File: src/rtl/pipeline_control_if.sv
// pipeline_control_if
// Purpose: bundles the handshake and control signals between the datapath
//   (hazard unit, caches, branch/halt detection) and pipeline_control.
//   This covers the stall/flush requests coming in and the enable/flush
//   controls and performance counters going out.
// Modports:
//   master - datapath side: drives the hazard/cache/branch/halt inputs and
//            observes the enables, flushes, halt and counters.
//   slave  - the controller: consumes the inputs and drives the outputs.
// Parameter:
//   CNT_W  - width of each performance counter. It must match the
//            controller's CNT_W.
interface pipeline_control_if #(
  parameter int CNT_W = 32
);
  logic             hazard_dec;
  logic             hazard_ex;
  logic             ihit;
  logic             dmem_req_mem;
  logic             dhit;
  logic             branch_ex;
  logic             halt_mem;

  logic             pc_en;
  logic             ifid_en;
  logic             idex_en;
  logic             exmem_en;
  logic             memwb_en;
  logic             ifid_flush;
  logic             idex_flush;
  logic             exmem_flush;
  logic             memwb_flush;
  logic             halt;
  logic [CNT_W-1:0] cycle_cnt;
  logic [CNT_W-1:0] stall_cnt;
  logic [CNT_W-1:0] flush_cnt;

  modport master (
    output hazard_dec, hazard_ex, ihit, dmem_req_mem, dhit, branch_ex, halt_mem,
    input  pc_en, ifid_en, idex_en, exmem_en, memwb_en,
           ifid_flush, idex_flush, exmem_flush, memwb_flush,
           halt, cycle_cnt, stall_cnt, flush_cnt
  );

  modport slave (
    input  hazard_dec, hazard_ex, ihit, dmem_req_mem, dhit, branch_ex, halt_mem,
    output pc_en, ifid_en, idex_en, exmem_en, memwb_en,
           ifid_flush, idex_flush, exmem_flush, memwb_flush,
           halt, cycle_cnt, stall_cnt, flush_cnt
  );
endinterface

File: src/rtl/pipeline_control.sv
// pipeline_control
// Purpose: stall/flush controller for the five-stage pipeline. Each cycle it
//   combines the hazard unit flags, the cache handshakes, a taken branch in
//   EX and a halt in MEM. From these it produces the PC enable and the
//   enable/flush pair of each pipeline latch. It also sequences the halt
//   drain and keeps saturating performance counters.
// Ports:
//   CLK - system clock, rising edge
//   RST - synchronous active-high reset
//   bus - pipeline_control_if slave modport:
//         in  : hazard_dec, hazard_ex, ihit, dmem_req_mem, dhit,
//               branch_ex, halt_mem
//         out : pc_en, {ifid,idex,exmem,memwb}_en,
//               {ifid,idex,exmem,memwb}_flush, halt,
//               cycle_cnt, stall_cnt, flush_cnt (CNT_W bits each)
module pipeline_control #(
  parameter int CNT_W = 32
) (
  input  logic               CLK,
  input  logic               RST,
  pipeline_control_if.slave  bus
);

  typedef enum logic [1:0] {RUN, DWAIT, DRAIN, HALTED} state_t;

  localparam logic [CNT_W-1:0] CNT_ONE = {{(CNT_W-1){1'b0}}, 1'b1};

  state_t           state_q, state_d;
  logic [CNT_W-1:0] cycle_cnt_q, cycle_cnt_d;
  logic [CNT_W-1:0] stall_cnt_q, stall_cnt_d;
  logic [CNT_W-1:0] flush_cnt_q, flush_cnt_d;

  logic mstall;
  logic pc_en;
  logic ifid_en, idex_en, exmem_en, memwb_en;
  logic ifid_flush, idex_flush, exmem_flush, memwb_flush;
  logic halt;
  logic cycle_inc, stall_inc, flush_inc;

  // A memory op in MEM that has not completed freezes the whole pipe.
  assign mstall = bus.dmem_req_mem & ~bus.dhit;

  function automatic logic [CNT_W-1:0] sat_inc(input logic [CNT_W-1:0] v,
                                               input logic             inc);
    // Saturate at all-ones rather than wrapping.
    if (inc && !(&v)) return v + CNT_ONE;
    return v;
  endfunction

  // Next-state and output decode. DWAIT behaves like RUN. It only exists to
  // record that the pipe is waiting on the data cache, so both share the same
  // priority list, and the first cycle without mstall falls back to RUN.
  always_comb begin
    state_d     = state_q;
    pc_en       = 1'b1;
    ifid_en     = 1'b1;
    idex_en     = 1'b1;
    exmem_en    = 1'b1;
    memwb_en    = 1'b1;
    ifid_flush  = 1'b0;
    idex_flush  = 1'b0;
    exmem_flush = 1'b0;
    memwb_flush = 1'b0;
    halt        = 1'b0;
    cycle_inc   = 1'b0;
    stall_inc   = 1'b0;
    flush_inc   = 1'b0;

    if (RST) begin
      state_d     = RUN;
      pc_en       = 1'b0;
      ifid_en     = 1'b0;
      idex_en     = 1'b0;
      exmem_en    = 1'b0;
      memwb_en    = 1'b0;
      ifid_flush  = 1'b1;
      idex_flush  = 1'b1;
      exmem_flush = 1'b1;
      memwb_flush = 1'b1;
    end else begin
      unique case (state_q)
        RUN, DWAIT: begin
          cycle_inc = 1'b1;
          state_d   = RUN;
          if (mstall) begin
            pc_en    = 1'b0;
            ifid_en  = 1'b0;
            idex_en  = 1'b0;
            exmem_en = 1'b0;
            memwb_en = 1'b0;
            state_d  = DWAIT;
          end else if (bus.halt_mem) begin
            // Let the halt retire into WB and squash everything younger.
            pc_en       = 1'b0;
            ifid_flush  = 1'b1;
            idex_flush  = 1'b1;
            exmem_flush = 1'b1;
            state_d     = DRAIN;
          end else if (bus.hazard_ex) begin
            // Any branch seen now is dropped; it re-resolves once EX is free.
            pc_en       = 1'b0;
            ifid_en     = 1'b0;
            idex_en     = 1'b0;
            exmem_flush = 1'b1;
          end else if (bus.branch_ex) begin
            // PC takes the target even on an ifetch miss; the flush hides the
            // stale fetch.
            ifid_flush = 1'b1;
            idex_flush = 1'b1;
            flush_inc  = 1'b1;
          end else if (bus.hazard_dec) begin
            pc_en      = 1'b0;
            ifid_en    = 1'b0;
            idex_flush = 1'b1;
          end else if (!bus.ihit) begin
            pc_en      = 1'b0;
            ifid_flush = 1'b1;
          end
          stall_inc = ~pc_en;
        end
        DRAIN: begin
          cycle_inc   = 1'b1;
          pc_en       = 1'b0;
          ifid_en     = 1'b0;
          idex_en     = 1'b0;
          exmem_en    = 1'b0;
          memwb_en    = 1'b0;
          memwb_flush = 1'b1;
          state_d     = HALTED;
        end
        HALTED: begin
          pc_en    = 1'b0;
          ifid_en  = 1'b0;
          idex_en  = 1'b0;
          exmem_en = 1'b0;
          memwb_en = 1'b0;
          halt     = 1'b1;
        end
        default: state_d = RUN;
      endcase
    end
  end

  always_comb begin
    cycle_cnt_d = sat_inc(cycle_cnt_q, cycle_inc);
    stall_cnt_d = sat_inc(stall_cnt_q, stall_inc);
    flush_cnt_d = sat_inc(flush_cnt_q, flush_inc);
  end

  // State and counter registers; reset returns to RUN from any state.
  always_ff @(posedge CLK) begin
    if (RST) begin
      state_q     <= RUN;
      cycle_cnt_q <= '0;
      stall_cnt_q <= '0;
      flush_cnt_q <= '0;
    end else begin
      state_q     <= state_d;
      cycle_cnt_q <= cycle_cnt_d;
      stall_cnt_q <= stall_cnt_d;
      flush_cnt_q <= flush_cnt_d;
    end
  end

  assign bus.pc_en       = pc_en;
  assign bus.ifid_en     = ifid_en;
  assign bus.idex_en     = idex_en;
  assign bus.exmem_en    = exmem_en;
  assign bus.memwb_en    = memwb_en;
  assign bus.ifid_flush  = ifid_flush;
  assign bus.idex_flush  = idex_flush;
  assign bus.exmem_flush = exmem_flush;
  assign bus.memwb_flush = memwb_flush;
  assign bus.halt        = halt;
  assign bus.cycle_cnt   = cycle_cnt_q;
  assign bus.stall_cnt   = stall_cnt_q;
  assign bus.flush_cnt   = flush_cnt_q;

endmodule

File: src/flat_wrapper.sv
// flat-port wrapper written by rule: the top's interface ports become plain ports
module pipeline_control_flat 
#(
  parameter int CNT_W = 32
)
  (CLK, RST, bus_hazard_dec, bus_hazard_ex, bus_ihit, bus_dmem_req_mem, bus_dhit, bus_branch_ex, bus_halt_mem, bus_pc_en, bus_ifid_en, bus_idex_en, bus_exmem_en, bus_memwb_en, bus_ifid_flush, bus_idex_flush, bus_exmem_flush, bus_memwb_flush, bus_halt, bus_cycle_cnt, bus_stall_cnt, bus_flush_cnt);
  pipeline_control_if #(.CNT_W(CNT_W)) bus_i ();
  input  logic CLK;
  input  logic RST;
  input wire logic [$bits(bus_i.hazard_dec)-1:0] bus_hazard_dec;
  input wire logic [$bits(bus_i.hazard_ex)-1:0] bus_hazard_ex;
  input wire logic [$bits(bus_i.ihit)-1:0] bus_ihit;
  input wire logic [$bits(bus_i.dmem_req_mem)-1:0] bus_dmem_req_mem;
  input wire logic [$bits(bus_i.dhit)-1:0] bus_dhit;
  input wire logic [$bits(bus_i.branch_ex)-1:0] bus_branch_ex;
  input wire logic [$bits(bus_i.halt_mem)-1:0] bus_halt_mem;
  output wire logic [$bits(bus_i.pc_en)-1:0] bus_pc_en;
  output wire logic [$bits(bus_i.ifid_en)-1:0] bus_ifid_en;
  output wire logic [$bits(bus_i.idex_en)-1:0] bus_idex_en;
  output wire logic [$bits(bus_i.exmem_en)-1:0] bus_exmem_en;
  output wire logic [$bits(bus_i.memwb_en)-1:0] bus_memwb_en;
  output wire logic [$bits(bus_i.ifid_flush)-1:0] bus_ifid_flush;
  output wire logic [$bits(bus_i.idex_flush)-1:0] bus_idex_flush;
  output wire logic [$bits(bus_i.exmem_flush)-1:0] bus_exmem_flush;
  output wire logic [$bits(bus_i.memwb_flush)-1:0] bus_memwb_flush;
  output wire logic [$bits(bus_i.halt)-1:0] bus_halt;
  output wire logic [$bits(bus_i.cycle_cnt)-1:0] bus_cycle_cnt;
  output wire logic [$bits(bus_i.stall_cnt)-1:0] bus_stall_cnt;
  output wire logic [$bits(bus_i.flush_cnt)-1:0] bus_flush_cnt;
  assign bus_i.hazard_dec = bus_hazard_dec;
  assign bus_i.hazard_ex = bus_hazard_ex;
  assign bus_i.ihit = bus_ihit;
  assign bus_i.dmem_req_mem = bus_dmem_req_mem;
  assign bus_i.dhit = bus_dhit;
  assign bus_i.branch_ex = bus_branch_ex;
  assign bus_i.halt_mem = bus_halt_mem;
  assign bus_pc_en = bus_i.pc_en;
  assign bus_ifid_en = bus_i.ifid_en;
  assign bus_idex_en = bus_i.idex_en;
  assign bus_exmem_en = bus_i.exmem_en;
  assign bus_memwb_en = bus_i.memwb_en;
  assign bus_ifid_flush = bus_i.ifid_flush;
  assign bus_idex_flush = bus_i.idex_flush;
  assign bus_exmem_flush = bus_i.exmem_flush;
  assign bus_memwb_flush = bus_i.memwb_flush;
  assign bus_halt = bus_i.halt;
  assign bus_cycle_cnt = bus_i.cycle_cnt;
  assign bus_stall_cnt = bus_i.stall_cnt;
  assign bus_flush_cnt = bus_i.flush_cnt;
  pipeline_control #(.CNT_W(CNT_W)) u_core (.CLK(CLK), .RST(RST), .bus(bus_i));
endmodule
File: config.mk
export PLATFORM = sky130hd
export DESIGN_NAME = pipeline_control_flat
export DESIGN_NICKNAME = d
export VERILOG_FILES = /design/src/rtl/pipeline_control_if.sv /design/src/rtl/pipeline_control.sv /design/src/flat_wrapper.sv
export SDC_FILE = /design/constraint.sdc
export NUM_CORES = 1
export LEC_CHECK = 0
export CAP_MARGIN = 20
export CORE_MARGIN = 10
export CORE_UTILIZATION = 40
export CTS_CLUSTER_SIZE = 16
export DETAILED_ROUTE_END_ITERATION = 8
export DONT_BUFFER_PORTS = 1
export PLACE_DENSITY = 0.6
export SYNTH_ARGS = -nofsm -noshare
export SYNTH_HDL_FRONTEND = slang
export SYNTH_SLANG_ARGS = --single-unit
File: constraint.sdc
create_clock -name CLK -period 2.3 [get_ports CLK]
set_input_delay 0.23 -clock CLK [delete_from_list [all_inputs] [get_ports CLK]]
set_output_delay 0.23 -clock CLK [all_outputs]
set_load 0.01 [all_outputs]
==> results of run 1 <==
-- kinds of logic (layout without fill, tap and decap cells) --
family	after synthesis	in the layout
adder cells (fa/ha/maj)	3	3
multiplexers	6	6
XOR/XNOR	22	22
AND/OR/NAND/NOR	292	292
flip-flops	98	98
buffers and inverters	49	123
AO/OA/AOI/OAI	165	165
-- worst max-delay path, cell delays in order, from the launching register on --
cell     delay, ns
dfxtp_1       0.45
nand2_1       0.10
or4_1         0.68
a211o_1       0.37
or3_1         0.34
a21oi_1       0.14
-- cell usage after synthesis, drive strengths merged, types with 3 or more instances --
library cell	instances	area share [%]
xnor2	15	2.5
a21oi	66	6.4
and4	21	3.5
inv	15	1.1
xor2	7	1.2
buf	12	1.5
nand4	39	5.1
o211ai	5	0.72
and2	8	0.96
or3	28	3.4
a211oi	4	0.58
dfxtp	98	38
clkbuf	21	1.5
ha	3	0.72
mux2	4	0.87
or2	3	0.36
nor2b	6	0.72
or4	31	4.6
nor3	9	0.87
o31ai	29	4.3
o41ai	6	1.0
nand2	43	3.1
nor2	45	3.3
and3	5	0.60
nand3	36	3.5
o311ai	7	1.2
nor4	13	2.1
o21ai	34	3.3
-- repair_timing --
item	4_1_cts	5_1_grt
endpoints found under the setup margin	0	8
gates resized for setup	0	2
buffers inserted	0	3
hold buffers	1	0
hold endpoints to repair	80	0
-- power groups by stage --
| stage | logic [mW] | clock network (mW) | registers (mW) |
|---|---|---|---|
| global placement | 0.140 | 0 | 1.77 |
| finish | 0.172 | 1.62 | 1.73 |
| floorplan | 0.107 | 0 | 1.78 |
| CTS | 0.172 | 1.66 | 1.73 |
| global route | 0.192 | 1.73 | 1.73 |
| detailed placement | 0.143 | 0 | 1.77 |
-- registers in the layout (all words and copies together) (netlist names) --
name	cells
u_core.bus.stall_cnt	32
u_core.bus.cycle_cnt	32
u_core.state_q	2
u_core.bus.flush_cnt	32
-- cell type report --
| class | count | area [um^2] | share of cell area [%] |
|---|---|---|---|
| tap | 172 | 215 | 3.42 |
| inverter | 16 | 60.1 | 0.954 |
| multi-input combinational | 488 | 3050 | 48.4 |
| clock inverter | 4 | 76.3 | 1.21 |
| clock buffer | 12 | 236 | 3.75 |
| sequential | 98 | 1960 | 31.1 |
| timing repair buffer | 91 | 703 | 11.2 |
-- path summary, 6_finish.rpt --
kind                                         startpoint                                    end  slack, ns  cells after the start
setup reg to reg   u_core.bus.cycle_cnt[1]$_SDFFE_PP0P_  u_core.bus.cycle_cnt[21]$_SDFFE_PP0P_       0.14                      5
setup / recovery   u_core.bus.cycle_cnt[1]$_SDFFE_PP0P_  u_core.bus.cycle_cnt[21]$_SDFFE_PP0P_       0.14                      5
hold reg to reg   u_core.bus.flush_cnt[17]$_SDFFE_PP0P_  u_core.bus.flush_cnt[17]$_SDFFE_PP0P_       0.56                      2
hold / removal                             bus_halt_mem         u_core.state_q[1]$_SDFFE_PP0N_       0.03                      2
-- metal layers --
metal	part of all wire, %	wire length (um)	vias up
li1	-	-	2569
met1	40	6610	2639
met2	49	8070	154
met3	8.4	1380	18
met4	1.8	301	0
met5	0	0	-
==> results by group, run 1 <==
Synth
  – Largest family of logic cells by synthesized area: simple AND/OR/NAND/NOR gates
  – Sequential-to-total area share from yosys stat: 37.8%
  – Mux cell area share after synthesis: 1.25%
  – Async set-reset flop share out of synthesis: 0%
  – Yosys warns: 0
  – Post-synth cell types: 52
  – Post-Synth Adder-Cell Area: 0.723%
  – Primary FF master, synth: dfxtp_1
  – EDFF count, synth: 0
  – Yosys reg bits: 98
  – Cells after synthesis: 635
  – Post-synthesis compound-gate area fraction: 19.7%
  – Post-synthesis xor/xnor area fraction: 3.71%
  – Mapped Avg Cell Area: 8.18 um^2
  – Mapped Area: 5190 um^2
  – Area share of and/or/nand/nor cells after synthesis: 32.7%
  – Syn nets: 647

Pwr
  – LEAKAGE: 2.11 nW
  – Max VDD drop: 0.393 mV
  – PwrDens: 560 nW/um^2
  – Sw power: 0.798 mW
  – Sequential power share: 49.1%
  – Clock power frac: 46.0%
  – Int Pwr: 2.73 mW
  – Tot Pwr: 3.53 mW
  – Sw frac: 22.6%
  – Comb pwr share: 4.9%

Die
  – Initial Util: 41.0%
  – Die W: 134 um
  – Cell Rows: 41
  – Die height: 134 um
  – I/O pin count: 115
  – Core area: 12700 um^2
  – Die area: 17900 um^2

Worst setup path
  – Worst Setup Start Kind: flop
  – Arrival @ worst endpoint: 2.44 ns
  – Required @ worst endpoint: 2.58 ns
  – Kind of critical path: reg -> reg
  – Peak fanout along the critical path: 7
  – CP Capture Type: flop

Worst hold path
  – Hold crit path type: in -> reg

Global route
  – GRT overflow: 0
  – Global-route wire length before repair: 27100 um
  – Met2 Track Usage GR: 30.6%
  – Vias in the first global route: 5163
  – Met3 usage: 6.42%
  – Most used routing layer: met2
  – Met1 Use GR: 20.9%
  – Gr usage total: 18.1%
  – Initial antenna violation count: 0
  – Largest net degree at the start of global routing: 81

Route
  – DRC Markers: 0
  – Antenna Nets Post-Route: 0
  – Vias post-DR: 5380
  – Avg WL per Cell: 18.6 um
  – Drt pass-1 iters: 5
  – Via/cell ratio: 6.11
  – DR iter-0 viols: 406
  – Aggregate routed wire length: 16400 um

Clock tree
  – Worst-case clock buffer depth: 2
  – CTS buffer count: 9
  – H-tree Lvls: 3
  – CTS tree: done
  – Clk pin slew, worst setup/hold paths: 0.07 ns
  – Root Buffer: clkbuf_16
  – CTS sink count: 98
  – Skew-Pair Late Insertion Delay: 0.35 ns

Placement
  – DP HPWL: 12000 um
  – Inst Count DP: 861
  – DP Area: 5920 um^2
  – Port Buffers: 0
  – Setup WS pre-CTS: 0.0582 ns
  – RD Place Congestion: 0.862

Timing
  – Final setup skew: 0.00992 ns
  – WHS: 0.0347 ns
  – Final setup fails: 0
  – Setup TNS: 0 ns
  – Worst setup margin: 0.141 ns
  – Final Max Tran Viols: 0
  – Final hold vios: 0
  – Period utilization: 93.9%
  – Slew @ Worst Pin: 0.782 ns
  – Fmax: 463 MHz
  – Relative slew margins: 47.7%
  – Post-layout min period: 2.16 ns
  – RSZ-0062 raised after global routing: yes

Finish
  – Final nets: 716
  – Post-route cell area: 6300 um^2
  – Commonest cells after routing, fill and taps aside: dfxtp_1 (98), buf_4 (90), a21oi_1 (66), nor2_1 (45), nand2_1 (43)
  – Finished Core Util: 49.7%
  – Final cell count without fillers: 881
  – Antenna cells: 0
  – Fraction of layout cells with a size suffix above 1: 17.1%
  – # fillers: 1238
  – Layout area overhead: 21.2%
  – Commonest non-fill, non-tap cell in the layout: dfxtp_1

Outcome
  – Outcome: completed

Flow run
  – Maxcap violations: 0
(Power assumes the default switching activity.)
==> run 2, diff against run 1 <==
--- a/config.mk
+++ b/config.mk
@@ -8,3 +8,3 @@
 export CAP_MARGIN = 20
-export CORE_MARGIN = 10
+export CORE_MARGIN = 3
 export CORE_UTILIZATION = 40
==> constraint.sdc (replaced) <==
create_clock -name CLK -period 2.3 [get_ports CLK]
set_input_delay 0.345 -clock CLK [delete_from_list [all_inputs] [get_ports CLK]]
set_output_delay 0.345 -clock CLK [all_outputs]
set_load 0.01 [all_outputs]
==> run 2 against run 1 <==
Cell count decreased by 2.0%. Clock-buffer cell count increased by 2. Cell area decreased by 3.1%. First-iteration DRC count decreased by 14%.
==> results by group, run 2 (synthesis gave the netlist of run 1 again) <==
Finish
  – Commonest non-fill, non-tap cell in the layout: dfxtp_1
  – Fraction of layout cells with a size suffix above 1: 15.2%
  – Final nets: 698
  – Antenna cells: 0
  – Post-route cell area: 6100 um^2
  – Final cell count without fillers: 863
  – Commonest cells after routing, fill and taps aside: dfxtp_1 (96), buf_4 (73), a21oi_1 (66), nor2_1 (45), nand2_1 (43)
  – Layout area overhead: 17.4%

Worst setup path
  – Arrival @ worst endpoint: 2.32 ns
  – CP max-delay cell: o311ai_0
  – Peak fanout along the critical path: 6
  – Required @ worst endpoint: 2.53 ns
  – Worst Setup Start Kind: flop
  – Kind of critical path: reg -> reg
  – CP max stage delay: 0.74 ns
  – CP Capture Type: flop
  – CP Cell Sequence: and4_1, nand2_1, o311ai_0, or4b_2, a21oi_1

Timing
  – Setup TNS: 0 ns
  – Final Max Tran Viols: 0
  – Final hold vios: 0
  – Post-layout min period: 2.10 ns
  – Slew @ Worst Pin: 0.794 ns
  – Period utilization: 91.1%
  – Fmax: 477 MHz
  – Final setup fails: 0
  – RSZ-0062 raised after global routing: no
  – Final setup skew: 0.00811 ns
  – Relative slew margins: 46.4%

Route
  – Avg WL per Cell: 17.2 um
  – DR iter-0 viols: 350
  – Via/cell ratio: 5.97
  – Antenna Nets Post-Route: 0
  – Aggregate routed wire length: 14900 um
  – Drt pass-1 iters: 4
  – Vias post-DR: 5149
  – DRC Markers: 0

Global route
  – Vias in the first global route: 4870
  – GRT overflow: 0
  – Gr usage total: 20.7%
  – Largest net degree at the start of global routing: 95
  – Global-route wire length before repair: 24600 um
  – Initial antenna violation count: 0

Die
  – Die area: 14400 um^2
  – Cell Rows: 41
  – Die W: 120 um
  – Initial Util: 41.0%
  – Die height: 120 um
  – I/O pin count: 115
  – Core area: 12700 um^2

Flow run
  – Maxcap violations: 0

Placement
  – Inst Count DP: 847
  – DP Area: 5810 um^2
  – Port Buffers: 0
  – RD Place Congestion: 0.835
  – DP HPWL: 10700 um

Clock tree
  – CTS sink count: 98
  – Post-cts resize count: 0
  – Worst-case clock buffer depth: 2
  – Root Buffer: clkbuf_16
  – CTS hold repair buffers: 0
  – CTS tree: done
  – H-tree Lvls: 3
  – Skew-Pair Late Insertion Delay: 0.35 ns
  – Postcts setup bufs: 0
  – CTS buffer count: 9
  – Clk pin slew, worst setup/hold paths: 0.07 ns

Outcome
  – Outcome: completed

Pwr
  – PwrDens: 548 nW/um^2
  – LEAKAGE: 1.99 nW
  – Max VDD drop: 0.285 mV

Worst hold path
  – Hold crit path type: in -> reg
[run 2: worst paths after layout]
check                                         from                                     to  slack (ns)  cells after the start
max reg2reg  u_core.bus.stall_cnt[26]$_SDFFE_PP0P_  u_core.bus.stall_cnt[20]$_SDFFE_PP0P_        0.20                      5
min reg2reg  u_core.bus.stall_cnt[18]$_SDFFE_PP0P_  u_core.bus.stall_cnt[18]$_SDFFE_PP0P_        0.53                      2
min                                            RST   u_core.bus.cycle_cnt[0]$_SDFFE_PP0P_        0.06                      1
max          u_core.bus.stall_cnt[26]$_SDFFE_PP0P_  u_core.bus.stall_cnt[20]$_SDFFE_PP0P_        0.20                      5
[run 2: worst max-delay path, delay by kind of cell (launching register included)]
family	cells	cell delay (ns)
AND/OR/NAND/NOR	3	0.70
AO/OA/AOI/OAI	2	0.80
flip-flops	1	0.48
[run 2: final cells by class]
class / count / area [um^2]
well taps: 172 / 215
inverters: 16 / 60.1
flip-flops and latches: 98 / 1960
repair buffers: 73 / 548
clock inverters: 2 / 10.0
fillers: 1291 / 6570
multi-input cells: 488 / 3030
clock buffers: 14 / 274
[run 2: power by group]
| part | total [mW] | internal (mW) | switching [mW] | leakage [nW] |
|---|---|---|---|---|
| logic | 0.140 | 0.0537 | 0.0862 | 1.05 |
| registers | 1.73 | 1.71 | 0.0195 | 0.792 |
| clock network | 1.47 | 0.821 | 0.652 | 0.143 |
| total | 3.35 | 2.59 | 0.758 | 1.99 |
[run 2: layer usage]
layer / routed length [um] / vias to the layer above / global-route usage, % / part of all wire, %
met1: 6370 / 2463 / 25.2 / 43
met5: 0 / - / 0 / 0
li1: - / 2541 / - / -
met2: 7220 / 126 / 34.7 / 49
met3: 978 / 19 / 6.27 / 6.6
met4: 283 / 0 / 7.37 / 1.9
[run 2: per-stage QoR]
step | power [mW] | utilization (%) | hold slack [ns] | setup WS (ns)
final | 3.35 | 48.1 | 0.0636 | 0.204
after global routing | 3.47 | 48.1 | 0.0517 | 0.0252
after CTS | 3.39 | 48.1 | 0.0531 | 0.134
after detailed placement | 1.91 | 45.9 | 0.425 | 0.0122
after global placement | 1.91 | 45.9 | 0.424 | 0.0473
after floorplan | 1.88 | - | 0.482 | 0.188
